## src/rtl/ser_port_sched_if.sv

```systemverilog
// Serial port scheduler signal bundle: UART side, MIDI/RS232 line side and status.
// The master modport is the surrounding system; the slave modport is the scheduler.
interface ser_port_sched_if;
    logic sel_req;
    logic txd;
    logic rxd;
    logic midi_rxd;
    logic midi_txd;
    logic rs232_rxd;
    logic rs232_txd;
    logic ser_sel;
    logic switching;
    logic drain_timeout;

    modport master (
        output sel_req, txd, midi_rxd, rs232_rxd,
        input  rxd, midi_txd, rs232_txd, ser_sel, switching, drain_timeout
    );

    modport slave (
        input  sel_req, txd, midi_rxd, rs232_rxd,
        output rxd, midi_txd, rs232_txd, ser_sel, switching, drain_timeout
    );
endinterface

```

## src/rtl/ser_port_sched.sv

```systemverilog
// Hands the single cartridge UART between the MIDI and RS232 ports only at line-idle boundaries.
// Optional macro SER_ECHO_EN: a deselected RS232 port echoes its own receive line on its transmit line.
module ser_port_sched #(
    parameter int IDLE_CYCLES   = 1024,
    parameter int GUARD_CYCLES  = 16,
    parameter int DRAIN_TIMEOUT = 65535
) (
    input logic             clock,
    input logic             reset,
    ser_port_sched_if.slave bus
);
    localparam int IDLE_W  = $clog2(IDLE_CYCLES + 1);
    localparam int DRAIN_W = $clog2(DRAIN_TIMEOUT + 1);
    localparam int GUARD_W = $clog2(GUARD_CYCLES + 1);

    typedef enum logic [1:0] {RUN, DRAIN, GUARD} state_t;

    state_t             state;
    logic               ser_sel;
    logic               target;
    logic               switching;
    logic               drain_timeout;
    logic               midi_s1, midi_s2;
    logic               rs232_s1, rs232_s2;
    logic [IDLE_W-1:0]  idle_cnt;
    logic [DRAIN_W-1:0] drain_cnt;
    logic [GUARD_W-1:0] guard_cnt;
    logic               act_rx;
    logic               idle;
    logic               in_guard;
    logic               idle_rs232;

    always_ff @(posedge clock) begin
        if (reset) begin
            midi_s1  <= 1'b1;
            midi_s2  <= 1'b1;
            rs232_s1 <= 1'b1;
            rs232_s2 <= 1'b1;
        end else begin
            midi_s1  <= bus.midi_rxd;
            midi_s2  <= midi_s1;
            rs232_s1 <= bus.rs232_rxd;
            rs232_s2 <= rs232_s1;
        end
    end

    assign act_rx = ser_sel ? rs232_s2 : midi_s2;
    assign idle   = (idle_cnt == IDLE_W'(IDLE_CYCLES));

    // Any space bit on either active line restarts the idle window.
    always_ff @(posedge clock) begin
        if (reset) begin
            idle_cnt <= '0;
        end else if (!bus.txd || !act_rx) begin
            idle_cnt <= '0;
        end else if (!idle) begin
            idle_cnt <= idle_cnt + 1'b1;
        end
    end

    always_ff @(posedge clock) begin
        if (reset) begin
            state         <= RUN;
            ser_sel       <= 1'b0;
            target        <= 1'b0;
            drain_cnt     <= '0;
            guard_cnt     <= '0;
            switching     <= 1'b0;
            drain_timeout <= 1'b0;
        end else begin
            drain_timeout <= 1'b0;
            case (state)
                RUN: begin
                    if (bus.sel_req != ser_sel) begin
                        state     <= DRAIN;
                        drain_cnt <= '0;
                        target    <= bus.sel_req;
                        switching <= 1'b1;
                    end
                end
                DRAIN: begin
                    target <= bus.sel_req;
                    // Withdrawal beats idle, idle beats timeout.
                    if (bus.sel_req == ser_sel) begin
                        state     <= RUN;
                        switching <= 1'b0;
                    end else if (idle) begin
                        state     <= GUARD;
                        guard_cnt <= '0;
                        ser_sel   <= target;
                    end else if (drain_cnt == DRAIN_W'(DRAIN_TIMEOUT)) begin
                        state         <= GUARD;
                        guard_cnt     <= '0;
                        ser_sel       <= target;
                        drain_timeout <= 1'b1;
                    end else begin
                        drain_cnt <= drain_cnt + 1'b1;
                    end
                end
                GUARD: begin
                    if (guard_cnt == GUARD_W'(GUARD_CYCLES - 1)) begin
                        state     <= RUN;
                        switching <= 1'b0;
                    end else begin
                        guard_cnt <= guard_cnt + 1'b1;
                    end
                end
                default: begin
                    state     <= RUN;
                    switching <= 1'b0;
                end
            endcase
        end
    end

    assign in_guard = (state == GUARD);

`ifdef SER_ECHO_EN
    assign idle_rs232 = in_guard ? 1'b1 : bus.rs232_rxd;
`else
    assign idle_rs232 = 1'b1;
`endif

    // Received data bypasses the synchronisers so the UART sees no added latency.
    assign bus.rxd           = in_guard ? 1'b1 : (ser_sel ? bus.rs232_rxd : bus.midi_rxd);
    assign bus.midi_txd      = (!ser_sel && !in_guard) ? bus.txd : 1'b0;
    assign bus.rs232_txd     = (ser_sel && !in_guard) ? bus.txd : idle_rs232;
    assign bus.ser_sel       = ser_sel;
    assign bus.switching     = switching;
    assign bus.drain_timeout = drain_timeout;
endmodule
```

## src/flat_wrapper.sv

```systemverilog
// flat-port wrapper written by rule: the top's interface ports become plain ports
module ser_port_sched_flat 
#(
    parameter int IDLE_CYCLES   = 1024,
    parameter int GUARD_CYCLES  = 16,
    parameter int DRAIN_TIMEOUT = 65535
)
  (clock, reset, bus_sel_req, bus_txd, bus_midi_rxd, bus_rs232_rxd, bus_rxd, bus_midi_txd, bus_rs232_txd, bus_ser_sel, bus_switching, bus_drain_timeout);
  ser_port_sched_if bus_i ();
  input logic clock;
  input logic reset;
  input wire logic [$bits(bus_i.sel_req)-1:0] bus_sel_req;
  input wire logic [$bits(bus_i.txd)-1:0] bus_txd;
  input wire logic [$bits(bus_i.midi_rxd)-1:0] bus_midi_rxd;
  input wire logic [$bits(bus_i.rs232_rxd)-1:0] bus_rs232_rxd;
  output wire logic [$bits(bus_i.rxd)-1:0] bus_rxd;
  output wire logic [$bits(bus_i.midi_txd)-1:0] bus_midi_txd;
  output wire logic [$bits(bus_i.rs232_txd)-1:0] bus_rs232_txd;
  output wire logic [$bits(bus_i.ser_sel)-1:0] bus_ser_sel;
  output wire logic [$bits(bus_i.switching)-1:0] bus_switching;
  output wire logic [$bits(bus_i.drain_timeout)-1:0] bus_drain_timeout;
  assign bus_i.sel_req = bus_sel_req;
  assign bus_i.txd = bus_txd;
  assign bus_i.midi_rxd = bus_midi_rxd;
  assign bus_i.rs232_rxd = bus_rs232_rxd;
  assign bus_rxd = bus_i.rxd;
  assign bus_midi_txd = bus_i.midi_txd;
  assign bus_rs232_txd = bus_i.rs232_txd;
  assign bus_ser_sel = bus_i.ser_sel;
  assign bus_switching = bus_i.switching;
  assign bus_drain_timeout = bus_i.drain_timeout;
  ser_port_sched #(.IDLE_CYCLES(IDLE_CYCLES), .GUARD_CYCLES(GUARD_CYCLES), .DRAIN_TIMEOUT(DRAIN_TIMEOUT)) u_core (.clock(clock), .reset(reset), .bus(bus_i));
endmodule
```

## config.mk

```make
export PLATFORM = sky130hd
export DESIGN_NAME = ser_port_sched_flat
export DESIGN_NICKNAME = d
export VERILOG_FILES = /design/src/rtl/ser_port_sched_if.sv /design/src/rtl/ser_port_sched.sv /design/src/flat_wrapper.sv
export SDC_FILE = /design/constraint.sdc
export NUM_CORES = 1
export LEC_CHECK = 0
export CORE_ASPECT_RATIO = 1.1
export CORE_UTILIZATION = 35
export CTS_CLUSTER_DIAMETER = 60
export DETAILED_ROUTE_END_ITERATION = 16
export PLACE_DENSITY = 0.56
export REMOVE_ABC_BUFFERS = 1
export SKIP_LAST_GASP = 1
export SLEW_MARGIN = 0
export SYNTH_ARGS = -nofsm -noshare
export SYNTH_HDL_FRONTEND = slang
export SYNTH_SLANG_ARGS = --single-unit
```

## constraint.sdc

```tcl
create_clock -name clock -period 2.3 [get_ports clock]
set_input_delay 0.46 -clock clock [delete_from_list [all_inputs] [get_ports clock]]
set_output_delay 0.46 -clock clock [all_outputs]
set_load 0.005 [all_outputs]
```

==> flow_summary.yaml <==
route:
  routed_wl_um: 5070
  wl_per_cell_um: 13.8
  drc: 0
  drt_iter0_drc: 81
  vias: 1942
  first_pass_iters: 4
  routed_via_density: 5.26
  postRouteAntennaNets: 0
worst_setup_path:
  crit_buf_inv: 2
  startpoint_type: "primary input"
  critical-path-max-stage-delay_ps: 440
  path_max_fanout: 2
  end_kind: "primary output"
  path_delay_family: "buffers and inverters"
  cp.required_ps: 1840
  rrSetupSlack_ps: 150
  path_class: "in -> out"
  cp_slowest_cell: "clkdlybuf4s50_1"
  crit_top_cell: "clkdlybuf4s50_1"
  cp_cell_sequence: "clkdlybuf4s50_1 -> nor2b_1 -> a211o_1 -> clkdlybuf4s50_1"
  worst_ep_arrival_time_ps: 1730
global_route:
  grt_usage_pct: 17.3
  antenna_found_initial: 0
  grt_max_degree: 14
  overflow: 0
  grt_pass1_vias: 1894
  grt_pass1_wl_um: 8970
finish:
  fillers: 595
  final_nets: 306
  area_delta_synth_final_pct: 21.9
  num_antenna_cells: 0
  multi_input_area_mm2: 0.00125
  final-seq-area_um2: 841
  drive_above_1_share_pct: 14.7
  postLayoutCoreUtil_pct: 45.0
  design_area_mm2: 0.00265
power:
  ir_drop_mv: 0.314
  clkPwrFrac_pct: 42.1
  swShare_pct: 23.2
  p_comb_share_pct: 13.8
  p_leak_nw: 0.934
  p_seq_share_pct: 44.0
  pwr_density_cell_mw_per_mm2: 647
  p_switching_mw: 0.398
  power.total_mw: 1.71
  p_int_mw: 1.31
place:
  pre_cts_ws_ps: -72.2
  placed_area_mm2: 0.00250
  portBuffers: 11
  gp_congestion: 0.799
  dp_hpwl_um: 3840
floorplanning:
  die_h_um: 84.6
  die_w_um: 77.1
  dieArea_mm2: 0.00653
  ios: 12
  initial_core_util_pct: 37.0
  coreArea_mm2: 0.00588
  rows: 29
cts:
  cts_tree: "done"
  path_clk_slew_ps: 80
  cts-root-buf: "clkbuf_8"
  cts_made_buffers: 5
  htreeDepth: 2
  holdBufCountCts: 0
  cts_sinks: 42
  insertion_delay_ps: 300
  clk_path_buf_depth: 2
outcome:
  status: "finished clean"
timing:
  hold_slack_ps: 413
  slew_viol_final: 0
  setup_ws_ps: 113
  skew_ps: 10.2
  hold_viol: 0
  worst_pin_slew_ps: 433
  slew_headroom_pct: 71.1
  setup_viol_count_final: 0
  period_minus_slack_ps: 2190
  rsz0062_at_grt: "no"
  max_freq_ghz: 0.457
  min_period_over_period_pct: 95.1
logic_synthesis:
  syn-cell-area_mm2: 0.00217
  synth_commonest_cells: "dfxtp_1 (42), nor2_1 (23), a21oi_1 (22), nand2_1 (22), nand3_1 (21)"
  yosysTopAreaCellShare_pct: 38.7
  ys_ff_latch: 42
  synthArstFlopShare_pct: 0
  synth.area.top_cells: "dfxtp_1 (39%), ha_1 (5.2%), a21oi_1 (5.1%)"
  ys_warn_count: 0
  yosysTopAreaCell: "dfxtp_1"
  synth_flop_cell: "dfxtp_1"
  synth.most_common_cell: "dfxtp_1"
  ys_seq_area_share_pct: 38.7
  syn-instance-count: 259
  syn_avg_cell_area_um2: 8.39
  synthDistinctLibCells: 52
  synth_edf_count: 0
hold_path:
  hold_path_class: "reg -> reg"
job:
  drv_cap: 0
placed cells by master, fill, tap and decap left out, types with 3 or more instances in the layout:
master / instances
dfxtp_1: 42
o41ai_1: 3
nand2b_1: 3
a21o_1: 3
o21ai_0: 12
inv_1: 10
nor2b_1: 5
buf_4: 22
nor3b_1: 3
a21oi_1: 22
xor2_1: 5
ha_1: 8
nand4_1: 5
and3_1: 4
clkbuf_8: 6
nand2_1: 22
xnor2_1: 6
nor2_1: 23
nor3_1: 5
o211ai_1: 4
clkdlybuf4s50_1: 11
nand3_1: 21
or3_1: 3
or2_2: 5
layer usage:
layer,global-route usage (%),wire length [um],up-vias,part of all wire (%)
met5,0,0,-,0
met1,23.4,2550,905,50
li1,-,-,1003,-
met2,26.8,2300,26,45
met3,3.70,137,8,2.7
met4,6.86,89,0,1.8
cells by family after synthesis:
kind of cell               synth area share [%]
xor gates and xnor gates                   5.18
and+or+nand+nor                            27.4
buffers and inverters                      3.63
muxes                                      1.96
adders and majority gates                  5.18
DFF                                        38.7
AOI/OAI and AO/OA                          17.9
power by group through the flow:
| stage | clock (mW) | sequential, mW | combinational (mW) |
|---|---|---|---|
| floorplan | 0 | 0.769 | 0.125 |
| global placement | 0 | 0.772 | 0.235 |
| detailed placement | 0 | 0.772 | 0.236 |
| CTS | 0.740 | 0.754 | 0.237 |
| global route | 0.765 | 0.756 | 0.266 |
| finish | 0.722 | 0.754 | 0.236 |
worst paths after layout:
| path | start | endpoint | depth (start not counted) |
|---|---|---|---|
| max | bus_midi_rxd | bus_rxd | 4 |
| min | u_core.midi_s1 | u_core.midi_s2 | 1 |
| max reg2reg | u_core.idle_cnt[0] | u_core.drain_cnt[4] | 7 |
| min reg2reg | u_core.midi_s1 | u_core.midi_s2 | 1 |
through the flow:
stage / TNS (ps) / std cells
after global routing: 0 / 369
after CTS: 0 / 369
final: 0 / 369
after floorplan: 0 / 251
after detailed placement: -445 / 361
after global placement: -87.1 / 361
area by class of cell:
| cell class | count | share of cell area (%) |
|---|---|---|
| clock buffers | 6 | 3.12 |
| multi-input cells | 199 | 47.4 |
| well taps | 77 | 3.64 |
| repair buffers | 33 | 10.4 |
| flip-flops and latches | 42 | 31.8 |
| inverters | 10 | 1.42 |
| clock inverters | 2 | 2.27 |
registers in the layout, summed over array words and instances (netlist names):
| register | count |
|---|---|
| u_core.drain_cnt | 16 |
| u_core.idle_cnt | 11 |
| u_core.guard_cnt | 5 |
| u_core.state | 2 |
| u_core.bus.drain_timeout | 1 |
| u_core.bus.ser_sel | 1 |
| u_core.bus.switching | 1 |
| u_core.midi_s1 | 1 |
| u_core.midi_s2 | 1 |
| u_core.rs232_s1 | 1 |
| u_core.rs232_s2 | 1 |
| u_core.target | 1 |
timing repair:
item | CTS | global route
buffers inserted | 0 | 0
hold endpoints to repair | 0 | 0
resized for setup | 0 | 1
setup endpoints to repair | 0 | 1
No activity file was read; power rests on OpenSTA's default activity.
